--- src/rtl/hud_data_ctrl.sv ---
// hud_data_ctrl: buffers HUD producer updates in shadow registers and commits them to the
// renderer only at frame start, forcing attention/meditation to 0 when the headset stalls.
module hud_data_ctrl #(
    parameter int STALE_FRAMES = 120,
    parameter int SCORE_MAX    = 7
) (
    input  logic       clk_25M,
    input  logic       rst,
    input  logic       frame_start,
    input  logic       att_valid,
    input  logic [7:0] att_in,
    input  logic       med_valid,
    input  logic [7:0] med_in,
    input  logic       sig_valid,
    input  logic [7:0] sig_in,
    input  logic       eat,
    input  logic       game_clear,
    output logic [2:0] score,
    output logic [7:0] attention_data,
    output logic [7:0] meditation_data,
    output logic [7:0] signal_data,
    output logic       data_stale,
    output logic       commit
);
    typedef enum logic {IDLE, COMMIT} state_t;

    localparam logic [7:0] STALE_MAX = 8'(STALE_FRAMES);
    localparam logic [2:0] SCORE_TOP = 3'(SCORE_MAX);

    state_t     state, state_next;
    logic [7:0] sh_att, sh_med, sh_sig, stale_cnt;
    logic [2:0] sh_score;
    logic [3:0] pending;
    logic       stale_next;

    assign stale_next = (stale_cnt == STALE_MAX);

    always_comb begin
        state_next = IDLE;
        if (state == IDLE)
            state_next = frame_start ? COMMIT : IDLE;
    end

    always_ff @(posedge clk_25M or negedge rst) begin
        if (!rst)
            state <= IDLE;
        else
            state <= state_next;
    end

    // Strobes landing in the COMMIT cycle keep their pending bit: set beats clear.
    always_ff @(posedge clk_25M or negedge rst) begin
        if (!rst) begin
            sh_att    <= 8'h00;
            sh_med    <= 8'h00;
            sh_sig    <= 8'hC8;
            sh_score  <= 3'd0;
            pending   <= 4'b0000;
            stale_cnt <= STALE_MAX;
        end else begin
            if (att_valid)
                sh_att <= att_in;
            if (med_valid)
                sh_med <= med_in;
            if (sig_valid)
                sh_sig <= sig_in;
            if (game_clear)
                sh_score <= 3'd0;
            else if (eat && sh_score < SCORE_TOP)
                sh_score <= sh_score + 3'd1;
            pending <= ((state == COMMIT) ? 4'b0000 : pending)
                     | {att_valid, med_valid, sig_valid, eat | game_clear};
            if (att_valid || med_valid)
                stale_cnt <= 8'd0;
            else if (frame_start && stale_cnt < STALE_MAX)
                stale_cnt <= stale_cnt + 8'd1;
        end
    end

    always_ff @(posedge clk_25M or negedge rst) begin
        if (!rst) begin
            score           <= 3'd0;
            attention_data  <= 8'h00;
            meditation_data <= 8'h00;
            signal_data     <= 8'hC8;
            data_stale      <= 1'b1;
            commit          <= 1'b0;
        end else begin
            commit <= (state == COMMIT);
            if (state == COMMIT) begin
                score           <= sh_score;
                attention_data  <= stale_next ? 8'h00 : sh_att;
                meditation_data <= stale_next ? 8'h00 : sh_med;
                signal_data     <= sh_sig;
                data_stale      <= stale_next;
            end
        end
    end
endmodule

--- config.mk ---
export PLATFORM = sky130hd
export DESIGN_NAME = hud_data_ctrl
export DESIGN_NICKNAME = d
export VERILOG_FILES = /design/src/rtl/hud_data_ctrl.sv
export SDC_FILE = /design/constraint.sdc
export NUM_CORES = 1
export LEC_CHECK = 0
export ABC_AREA = 1
export CAP_MARGIN = 0
export CORE_ASPECT_RATIO = 0.7
export CORE_MARGIN = 1.5
export CORE_UTILIZATION = 53
export DETAILED_ROUTE_END_ITERATION = 12
export PLACE_DENSITY_LB_ADDON = 0.2
export SLEW_MARGIN = 20
export SYNTH_ARGS = -nofsm -noshare
export SYNTH_HDL_FRONTEND = slang
export SYNTH_SLANG_ARGS = --single-unit
--- constraint.sdc ---
create_clock -name clk_25M -period 1.8 [get_ports clk_25M]
set_input_delay 0.36 -clock clk_25M [delete_from_list [all_inputs] [get_ports clk_25M]]
set_output_delay 0.36 -clock clk_25M [all_outputs]
set_load 0.05 [all_outputs]
### Yosys cells after proc, flatten, opt, wreduce, memory -nomap -nowiden

Cells that the tools add are included.

| word-level totals | value |
|---|---|
| output and inout port bits | 29 |
| input port bits | 32 |
| register bits after elaboration | 65 |
| logic and storage cells | 30 |

| operators by class | value |
|---|---|
| add/subtract/negate cells | 2 |
| reductions and logical operators | 5 |
| order comparisons | 2 |
| equal/unequal tests | 1 |
| multiplexer cells | 8 |

Operators with widths:

| cell | count |
|---|---|
| two-way mux 8 bit | 4 |
| adder 8 x 1 -> 8 bit, second input constant | 1 |
| equality test 8 x 7 -> 1 bit, second input constant | 1 |
| less-than comparator 8 x 7 -> 1 bit, second input constant | 1 |
| two-way mux 3 bit | 2 |
| nonzero test 2 bit | 2 |
| adder 3 x 1 -> 3 bit, second input constant | 1 |
| less-than comparator 3 bit, second input constant | 1 |
| logical AND 1 bit | 2 |
| two-way mux 1 bit | 2 |
| logical OR 1 bit | 1 |

### Depth between registers and ports, before layout

Gate-level depths: netlist of the first run.

| depth | value |
|---|---|
| word-level depth | 4 |
| depth in mapped cells | 6 |
| gate-level depth less buffers | 6 |

### Worst setup path after synthesis of the first run

Ideal clock, no wire load.

| timing | value |
|---|---|
| path type | reg2reg |
| start point | register stale_cnt[4] |
| end point | register attention_data[3] |
| required time | 1.673 ns |
| data arrival time | 1.104 ns |
| period minus slack after synthesis | 1.231 ns |
| stages on the path, launching flop included | 7 |
| library setup time | 0.127 ns |
| slack | 0.569 ns |
| path buffers | 1 |
| cells stage by stage | dfstp_2 nand2_2 nor2_4 nand4_2 nand2_4 buf_8 o21ai_0 |

| on the way | value |
|---|---|
| cells in the longest elaborated chain, start to end | 2 |

Ends and longest elaborated chain:

| what | line | RTL |
|---|---|---|
| start: declaration | 31 | `logic [7:0] sh_att, sh_med, sh_sig, stale_cnt;` |
| start signal: assignment | 76 | `stale_cnt <= stale_cnt + 8'd1;` |
| equality test 8 x 7 -> 1 bit | 36 | `assign stale_next = (stale_cnt == STALE_MAX);` |
| two-way mux 8 bit | 92 | `attention_data <= stale_next ? 8'h00 : sh_att;` |
| end signal: assignment | 92 |  |
| end: declaration | 19 | `output logic [7:0] attention_data,` |

Every way passes these cells.
A chain may end at the register's enable or synchronous reset.

### Worst setup path after layout of the first run

| timing | value |
|---|---|
| start point | register signal_data[6] |
| end point | output signal_data[6] |

RTL lines:

| what | line | RTL |
|---|---|---|
| start: declaration | 21 | `output logic [7:0] signal_data,` |
| start signal: assignment | 94 | `signal_data <= sh_sig;` |

No word-level cell between the ends.

==> flow_summary.json, run 1 <==
{
  "hold_ws_ns": 0.0289,
  "clkSlewWorstSetupHoldPaths_ns": 0.07,
  "leakage_nw": 1.68,
  "finalWirelength_um": 5370,
  "tightest_slew_ns": 0.555,
  "cts_htree_levels": 3,
  "cpPeakStageDelay_ns": 0.54,
  "finalMaxSlewViolations": 0,
  "diodes": 0,
  "final_antenna_net_count": 0,
  "clock.fmax_mhz": 702,
  "cts_buffer_depth": 2,
  "crit_path_cell_trace": "buf_4",
  "final_util": 0.725,
  "drt_pass1_iterations": 4,
  "postPlaceCellArea_sq_um": 3230,
  "yosys.area.top_type": "dfrtp_1",
  "dp_hpwl_um": 3430,
  "wl_per_cell_um": 12.9,
  "fin_skew_ns": 0.00775,
  "fin_area_sq_um": 3450,
  "drive_above_1_share": 0.202,
  "status": "complete, no violations",
  "hp-class": "in -> async",
  "cts-root-buf": "clkbuf_8",
  "fin_crit_ns": 1.42,
  "postSynthAreaPerCell_sq_um": 9.59,
  "fp.dieH_um": 61.8,
  "vias": 1999,
  "die_w_um": 87.0,
  "ctsHoldBuffers": 0,
  "grt_overflow_total": 0,
  "antenna_found_initial": 0,
  "final.setup.tns_ns": 0,
  "dieArea_sq_um": 5380,
  "grt_pass1_vias": 1830,
  "nNetsFinal": 376,
  "ir_drop_mv": 0.684,
  "crit_fanout": 2,
  "critPathArrivalTime_ns": 1.06,
  "synthToLayoutAreaGrowth_pct": 31.8,
  "critPathKind": "reg -> out",
  "io_buffers": 60,
  "core_region_area_sq_um": 4760,
  "syn_area_sq_um": 2620,
  "track_usage": 0.219,
  "synth_cell_type_count": 27,
  "rsz0062_at_grt": "no",
  "final_common_cell": "nand2_1",
  "yosysTopAreaCellShare": 0.516,
  "post_cts_buffers": 0,
  "slew-limit-headroom": 0.630,
  "cts_tree": "built",
  "critPathRequiredTime_ns": 1.44,
  "drt_iter0_drc": 125,
  "final-hold-violation-count": 0,
  "ys_warn_count": 0,
  "start_util": 0.550,
  "endpoint_kind": "output pin",
  "viasPerCell": 4.82,
  "seq_area_frac_synth": 0.627,
  "p_total_w": 0.00384,
  "synth.top_cells.by_area": "dfrtp_1 (52%), nand2_1 (11%), dfstp_2 (11%), o21ai_0 (9.4%), inv_1 (5.0%)",
  "powerDensity_nw_per_um2": 1110,
  "cts_resized": 0,
  "fp-row-count": 21,
  "post-route-drc-count": 0,
  "ios": 61,
  "numCtsBuffers": 9,
  "clock-sinks": 65,
  "grt_pass1_wl_um": 8560,
  "syn_inst": 273,
  "crit_family": "flip-flops",
  "fin_crit_sh": 0.791,
  "cp_num_buf_inv": 1,
  "cp-start-kind": "flop",
  "maxCapViolCount": 0,
  "clkLatencyLatePin_ns": 0.34,
  "finalSetupViolCount": 0,
  "gp_congestion": 0.827,
  "grt_max_degree": 66,
  "crit_path_top_delay_cell": "dfstp_2",
  "syn_nets": 308,
  "synth-seq-cells": 65,
  "final_cell_mix": "nand2_1 (79), dfrtp_1 (54), o21ai_0 (49)"
}
-- final cells by class --
cell class                      instances  area [sq um]
Sequential cell                        65          1640
Fill cell                             357          1310
Multi-Input combinational cell        164           798
Timing Repair Buffer                   64           566
Clock buffer                           11           141
Inverter                               37           139
Tap cell                               69          86.3
Clock inverter                          5          78.8
-- path summary, 6_finish.rpt --
kind	from	end	slack, ns	cells after the start
min	rst	attention_data[7]$_DFFE_PN0P_	0.03	2
max reg2reg	stale_cnt[4]$_DFFE_PN1P_	meditation_data[6]$_DFFE_PN0P_	0.44	5
max in group asynchronous	rst	signal_data[3]$_DFFE_PN1P_	1.46	2
max	signal_data[6]$_DFFE_PN1P_	signal_data[6]	0.38	1
min in group clk_25M	score[2]$_DFFE_PN0P_	score[2]$_DFFE_PN0P_	0.48	2
min reg2reg	score[2]$_DFFE_PN0P_	score[2]$_DFFE_PN0P_	0.48	2
-- per-layer routing --
layer | share of wire | vias up | GRT usage
li1 | - | 998 | -
met1 | 0.46 | 933 | 0.295
met2 | 0.46 | 60 | 0.330
met3 | 0.062 | 8 | 0.0872
met4 | 0.010 | 0 | 0.0760
met5 | 0 | - | 0
-- worst register-to-register path, delay by kind of cell (launching register included) --
family / cells / cell delay (ns)
AOI/OAI and AO/OA: 1 / 0.13
DFF: 1 / 0.58
and+or+nand+nor: 4 / 0.54
-- flip-flops by register name, summed over array words and instances, names as in the netlist --
signal,cells
sh_att,8
attention_data,8
data_stale,1
stale_cnt,8
state,1
score,3
commit,1
meditation_data,8
sh_med,8
signal_data,8
sh_score,3
sh_sig,8
-- metrics by stage --
stage,setup slack [ns],std cells
after floorplan,0.569,273
after global placement,0.316,399
after detailed placement,0.293,399
after CTS,0.353,415
after global routing,0.319,415
final,0.376,415
-- where the power goes --
group	internal [W]	leakage (nW)	total, W	switching, W
clock	0.000816	0.113	0.00136	0.000546
combinational	0.000249	0.775	0.000783	0.000534
sequential	0.00162	0.794	0.00170	0.0000755
-- cell families (layout without fill, tap and decap cells) --
| logic type | after synthesis | after routing | share of synthesized area |
|---|---|---|---|
| AO/OA/AOI/OAI | 56 | 56 | 0.114 |
| flip-flops | 65 | 65 | 0.627 |
| buffers and inverters | 44 | 117 | 0.0684 |
| adder cells (fa/ha/maj) | 3 | 3 | 0.0143 |
| AND/OR/NAND/NOR | 103 | 103 | 0.170 |
| XOR/XNOR | 2 | 2 | 0.00669 |
-- synth_stat cells --
library cell and n:
a21oi_1 3, a21oi_4 1, buf_2 2, buf_8 1
clkbuf_1 4, dfrtp_1 54, dfstp_2 11, ha_1 3
inv_1 35, inv_2 2, nand2_1 79, nand2_2 1
nand2_4 1, nand3_1 6, nand4_1 4, nand4_2 1
nor2_1 6, nor2_2 1, nor2_4 2, nor3_1 1
o21a_1 1, o21ai_0 49, o21bai_1 1, o31ai_1 1
or2_2 1, xnor2_1 1, xor2_1 1
No activity file was read; power rests on OpenSTA's default activity.
==> run 2, diff against run 1 <==
--- a/config.mk
+++ b/config.mk
@@ -9,7 +9,7 @@
 export CAP_MARGIN = 0
 export CORE_ASPECT_RATIO = 0.7
 export CORE_MARGIN = 1.5
-export CORE_UTILIZATION = 53
+export CORE_UTILIZATION = 49
 export DETAILED_ROUTE_END_ITERATION = 12
 export PLACE_DENSITY_LB_ADDON = 0.2
 export SLEW_MARGIN = 20
==> constraint.sdc (replaced) <==
create_clock -name clk_25M -period 1.42 [get_ports clk_25M]
set_input_delay 0.284 -clock clk_25M [delete_from_list [all_inputs] [get_ports clk_25M]]
set_output_delay 0.284 -clock clk_25M [all_outputs]
set_load 0.05 [all_outputs]
==> run 2 against run 1 <==
  * Highest routed layer unchanged
  * Via count up 1.1%
  * Power grew 33%
  * Register-to-register slack lost 0.38 ns
  * Non-clock buffer count grew 3
  * Hold slack better by 0.45 ns
  * Sequential power up 31%
  * Cell area grew 11%
  * Clock skew fell by 0.0031 ns
  * Die area grew 7.8%
  * Global-route usage down 1.1 points
  * Combinational power up 65%
  * Utilization grew 1.3 points
  * Critical endpoint is now attention_data[2]$_DFFE_PN0P_
==> flow_summary.json, run 2 (same netlist as run 1, synthesis figures left out) <==
{
  "endpoint_kind": "flop",
  "clkSlewWorstSetupHoldPaths_ns": 0.07,
  "die_w_um": 90.4,
  "dr_wl_met2_um": 2540,
  "p_seq_frac": 0.434,
  "crit_fanout": 17,
  "rrSetupSlack_ns": 0.06,
  "clockPowerShare": 0.313,
  "powerDensity_nw_per_um2": 1330,
  "post-route-drc-count": 0,
  "wl_met3_um": 273,
  "finalMaxSlewViolations": 0,
  "critPathRequiredTime_ns": 1.62,
  "final_antenna_net_count": 0,
  "finalSetupViolCount": 0,
  "status": "complete, no violations",
  "routed.top_layer": "met4",
  "finalWirelength_um": 5290,
  "final_common_cell": "nand2_1",
  "intPower_w": 0.00362,
  "critPathArrivalTime_ns": 1.56,
  "power.net_switching_w": 0.00148,
  "hp-class": "reg -> reg",
  "synthToLayoutAreaGrowth_pct": 46.7,
  "cts_htree_levels": 3,
  "grt_pass1_wl_um": 9340,
  "wl_met1_um": 2450,
  "comb_power_share": 0.253,
  "rsz0062_at_grt": "yes",
  "numCtsBuffers": 9,
  "drive_above_1_share": 0.203,
  "track_usage": 0.208,
  "fillCellCount": 359,
  "maxCapViolCount": 0,
  "cp-start-kind": "flop",
  "final-seq-area_sq_um": 1640,
  "clock-sinks": 65,
  "start_util": 0.503,
  "post_cts_buffers": 0,
  "cts-root-buf": "clkbuf_8",
  "diodes": 0,
  "vias": 2020,
  "critPathKind": "reg -> reg",
  "slew-limit-headroom": 0.774,
  "io_buffers": 60,
  "drt_pass1_iterations": 4,
  "fin_crit_ns": 1.36,
  "final-hold-violation-count": 0,
  "leakage_nw": 1.81,
  "ios": 61,
  "wl_per_cell_um": 12.6,
  "dp_hpwl_um": 3640,
  "hold_ws_ns": 0.482,
  "clock.fmax_mhz": 733,
  "multi_input_area_sq_um": 798,
  "nNetsFinal": 379,
  "cts_buffer_depth": 2,
  "antenna_found_initial": 0,
  "ir_drop_mv": 0.839,
  "grt_max_degree": 66,
  "final_util": 0.738,
  "grt_pass1_vias": 2076,
  "fp-row-count": 22,
  "viasPerCell": 4.80,
  "gp_congestion": 0.822,
  "clkLatencyLatePin_ns": 0.33,
  "p_sw_frac": 0.290,
  "dieArea_sq_um": 5800,
  "p_total_w": 0.00511,
  "fin_skew_ns": 0.00465,
  "core_region_area_sq_um": 5200,
  "fin_crit_sh": 0.961,
  "tightest_slew_ns": 0.338,
  "grt_overflow_total": 0,
  "cts_tree": "built",
  "fp.dieH_um": 64.2,
  "drt_iter0_drc": 91,
  "final_cell_mix": "nand2_1 (79), dfrtp_1 (54), o21ai_0 (46)"
}
==> run 2: power groups by stage <==
stage	Sequential [W]	Clock, W	Combinational (W)
5_1_grt	0.00224	0.00173	0.00137
3_5_place_dp	0.00225	0	0.00130
3_3_place_gp	0.00224	0	0.00128
2_1_floorplan	0.00258	0	0.000203
6_report	0.00222	0.00160	0.00129
4_1_cts	0.00222	0.00164	0.00131
==> run 2: metal layers <==
layer  up-vias  global-route usage
li1       1004                   -
met2        47               0.358
met5         -                   0
met1       967               0.249
met4         0              0.0615
met3         2              0.0726
==> run 2: what timing repair did <==
| action | CTS | global route |
|---|---|---|
| hold buffers | 1 | 0 |
| hold endpoints to repair | 54 | 0 |
| resized for setup | 0 | 3 |
| endpoints found under the setup margin | 0 | 6 |
==> run 2: path summary, 6_finish.rpt <==
check	start	to	cells after the start
min reg2reg	sh_sig[7]$_DFFE_PN1P_	signal_data[7]$_DFFE_PN1P_	2
min	sh_sig[7]$_DFFE_PN1P_	signal_data[7]$_DFFE_PN1P_	2
min in group asynchronous	rst	sh_att[5]$_DFFE_PN0P_	3
max	stale_cnt[4]$_DFFE_PN1P_	attention_data[2]$_DFFE_PN0P_	5
max in group asynchronous	rst	signal_data[6]$_DFFE_PN1P_	3
max reg2reg	stale_cnt[4]$_DFFE_PN1P_	attention_data[2]$_DFFE_PN0P_	5
==> run 2: critical path, stage by stage (launching register included) <==
cell and delay [ns]:
dfstp_2 0.57, nand2_2 0.09, nor2_4 0.14, nand4_2 0.12, nand2_4 0.20, o21ai_0 0.12
==> run 2: area by class of cell <==
class / count / share of cell area
flip-flops and latches: 65 / 0.427
clock buffers: 14 / 0.0450
clock inverters: 2 / 0.00912
well taps: 72 / 0.0235
inverters: 37 / 0.0362
repair buffers: 67 / 0.251
multi-input cells: 164 / 0.208
==> run 2: stage by stage <==
stage | setup TNS, ns | instances | cell area, sq um | setup slack (ns)
after floorplan | 0 | 273 | 2620 | 0.189
after global placement | 0 | 404 | 3620 | 0.0288
after detailed placement | -0.0702 | 404 | 3620 | -0.0262
after CTS | 0 | 421 | 3840 | 0.0449
after global routing | -0.0519 | 421 | 3840 | -0.0187
final | 0 | 421 | 3840 | 0.0560
==> run 3, diff against run 2 <==
==> constraint.sdc (replaced) <==
create_clock -name clk_25M -period 1.31 [get_ports clk_25M]
set_input_delay 0.262 -clock clk_25M [delete_from_list [all_inputs] [get_ports clk_25M]]
set_output_delay 0.262 -clock clk_25M [all_outputs]
set_load 0.05 [all_outputs]
==> run 3 against run 2 <==
  * Sequential power grew 8%
  * Clock power grew 4%
  * Global-route usage grew 1.3 points
  * Clock skew grew 0.0047 ns
  * Combinational power grew 11%
  * Via count grew 4.5%
  * Power grew 7.7%
  * Cell count grew 2.1%
  * Hold slack lost 0.035 ns
  * Worst setup slack lost 0.056 ns
  * Largest cell class unchanged
  * Largest power group unchanged
  * Highest routed layer unchanged
==> flow_summary.json, run 3 (same netlist as run 1, synthesis figures left out) <==
{
  "status": "complete, no violations",
  "numCtsBuffers": 9,
  "grt_overflow_total": 0,
  "cp-start-kind": "flop",
  "final-seq-area_sq_um": 1640,
  "hp-class": "in -> reg",
  "drt_iter0_drc": 94,
  "cts_tree": "built",
  "crit_path_top_delay_cell": "dfstp_2",
  "dieArea_sq_um": 5800,
  "final_common_cell": "nand2_1",
  "clock.fmax_mhz": 763,
  "ir_drop_mv": 0.807,
  "fp-row-count": 22,
  "finalMaxSlewViolations": 0,
  "fin_crit_ns": 1.31,
  "synthToLayoutAreaGrowth_pct": 51.1,
  "start_util": 0.503,
  "cts-root-buf": "clkbuf_8",
  "crit_path_cell_trace": "buf_12",
  "leakage_nw": 1.87,
  "critPathArrivalTime_ns": 1.05,
  "cts_htree_levels": 3,
  "ios": 61,
  "grt_pass1_wl_um": 9640,
  "post-route-drc-count": 0,
  "fin_crit_sh": 1.00,
  "endpoint_kind": "output pin",
  "dp_slack_ns": -0.0800,
  "clock-sinks": 65,
  "final_cell_mix": "nand2_1 (79), dfrtp_1 (53), o21ai_0 (42)",
  "maxCapViolCount": 0,
  "cts_buffer_depth": 2,
  "rsz0062_at_grt": "yes",
  "die_w_um": 90.4,
  "crit_fanout": 2,
  "cpPeakStageDelay_ns": 0.56,
  "final_antenna_net_count": 0,
  "startpoint": "signal_data[3]$_DFFE_PN1P_",
  "grt_max_degree": 66,
  "critPathRequiredTime_ns": 1.05,
  "finalSetupViolCount": 0,
  "antenna_found_initial": 0,
  "fp.dieH_um": 64.2,
  "critPathKind": "reg -> out",
  "multi_input_area_sq_um": 835,
  "grt_pass1_vias": 2136,
  "postPlaceCellArea_sq_um": 3660,
  "post-place-cells": 407,
  "cp_num_buf_inv": 1,
  "gp_congestion": 0.828,
  "clkLatencyLatePin_ns": 0.35,
  "clkSlewWorstSetupHoldPaths_ns": 0.07,
  "slew-limit-headroom": 0.690,
  "final-hold-violation-count": 0,
  "finalWirelength_um": 5600,
  "core_region_area_sq_um": 5200,
  "vias": 2111,
  "powerDensity_nw_per_um2": 1390,
  "drive_above_1_share": 0.243,
  "nNetsFinal": 388,
  "fin_area_sq_um": 3960,
  "diodes": 0,
  "fillCellCount": 343,
  "dp_hpwl_um": 3670,
  "r2r_start": "stale_cnt[5]$_DFFE_PN1P_",
  "drt_pass1_iterations": 4,
  "viasPerCell": 4.91,
  "fin_skew_ns": 0.00931,
  "track_usage": 0.221,
  "layout_setup_ws_ns": 0.000168,
  "wl_per_cell_um": 13.0,
  "tightest_slew_ns": 0.466,
  "io_buffers": 60,
  "crit_family": "flip-flops",
  "worstHoldStart": "sig_in[6]",
  "layoutNonFillerInstCount": 430
}
## run 3: changes by cell type in the layout (fill, tap and decap cells not counted), sizes merged
cell,previous run,this run
nand2,81,82
buf,36,44
clkbuf,14,9
clkinv,1,6
## run 3: final timing paths
kind / endpoint / slack [ns] / cells after the start
max: signal_data[3] / 0.0002 / 1
min: sh_sig[6]$_DFFE_PN1P_ / 0.45 / 3
max reg2reg: stale_cnt[5]$_DFFE_PN1P_ / 0.02 / 7
min reg2reg: stale_cnt[6]$_DFFE_PN1P_ / 0.47 / 2
max in group asynchronous: data_stale$_DFFE_PN1P_ / 0.53 / 3
min in group asynchronous: attention_data[5]$_DFFE_PN0P_ / 0.46 / 3
## run 3: through the flow
step           power, W  hold WS (ns)   util  setup TNS (ns)
2_1_floorplan   0.00302       -0.0336      -               0
3_3_place_gp    0.00382         0.299  0.703          -0.245
3_5_place_dp    0.00385         0.295  0.703          -0.498
4_1_cts         0.00553         0.446  0.754         -0.0479
5_1_grt         0.00575         0.474  0.760          -0.544
6_report        0.00550         0.447  0.760               0
## run 3: layout make-up
type / count / share of cell area
Inverter: 37 / 0.0351
Multi-Input combinational cell: 165 / 0.211
Tap cell: 72 / 0.0228
Clock buffer: 9 / 0.0313
Sequential cell: 65 / 0.415
Timing Repair Buffer: 75 / 0.267
Clock inverter: 7 / 0.0180
## run 3: timing repair
item	CTS	global route
cloned	1	0
hold endpoints to repair	54	0
endpoints found under the setup margin	25	27
resized for setup	6	10
pin swaps	2	7
buffers inserted	3	2
hold buffers	1	0
## run 3: power by group
group          switching (W)  total (W)  leakage [nW]  internal [W]
Combinational       0.000748    0.00143         0.978      0.000684
Clock               0.000788    0.00166         0.103      0.000876
Sequential          0.000175    0.00240         0.792       0.00223
## run 3: layer usage
metal	GRT usage	vias up	wire length (um)
met4	0.0675	0	77
met5	0	-	0
li1	-	1025	-
met2	0.364	61	2660
met3	0.0857	9	359
met1	0.271	1016	2500
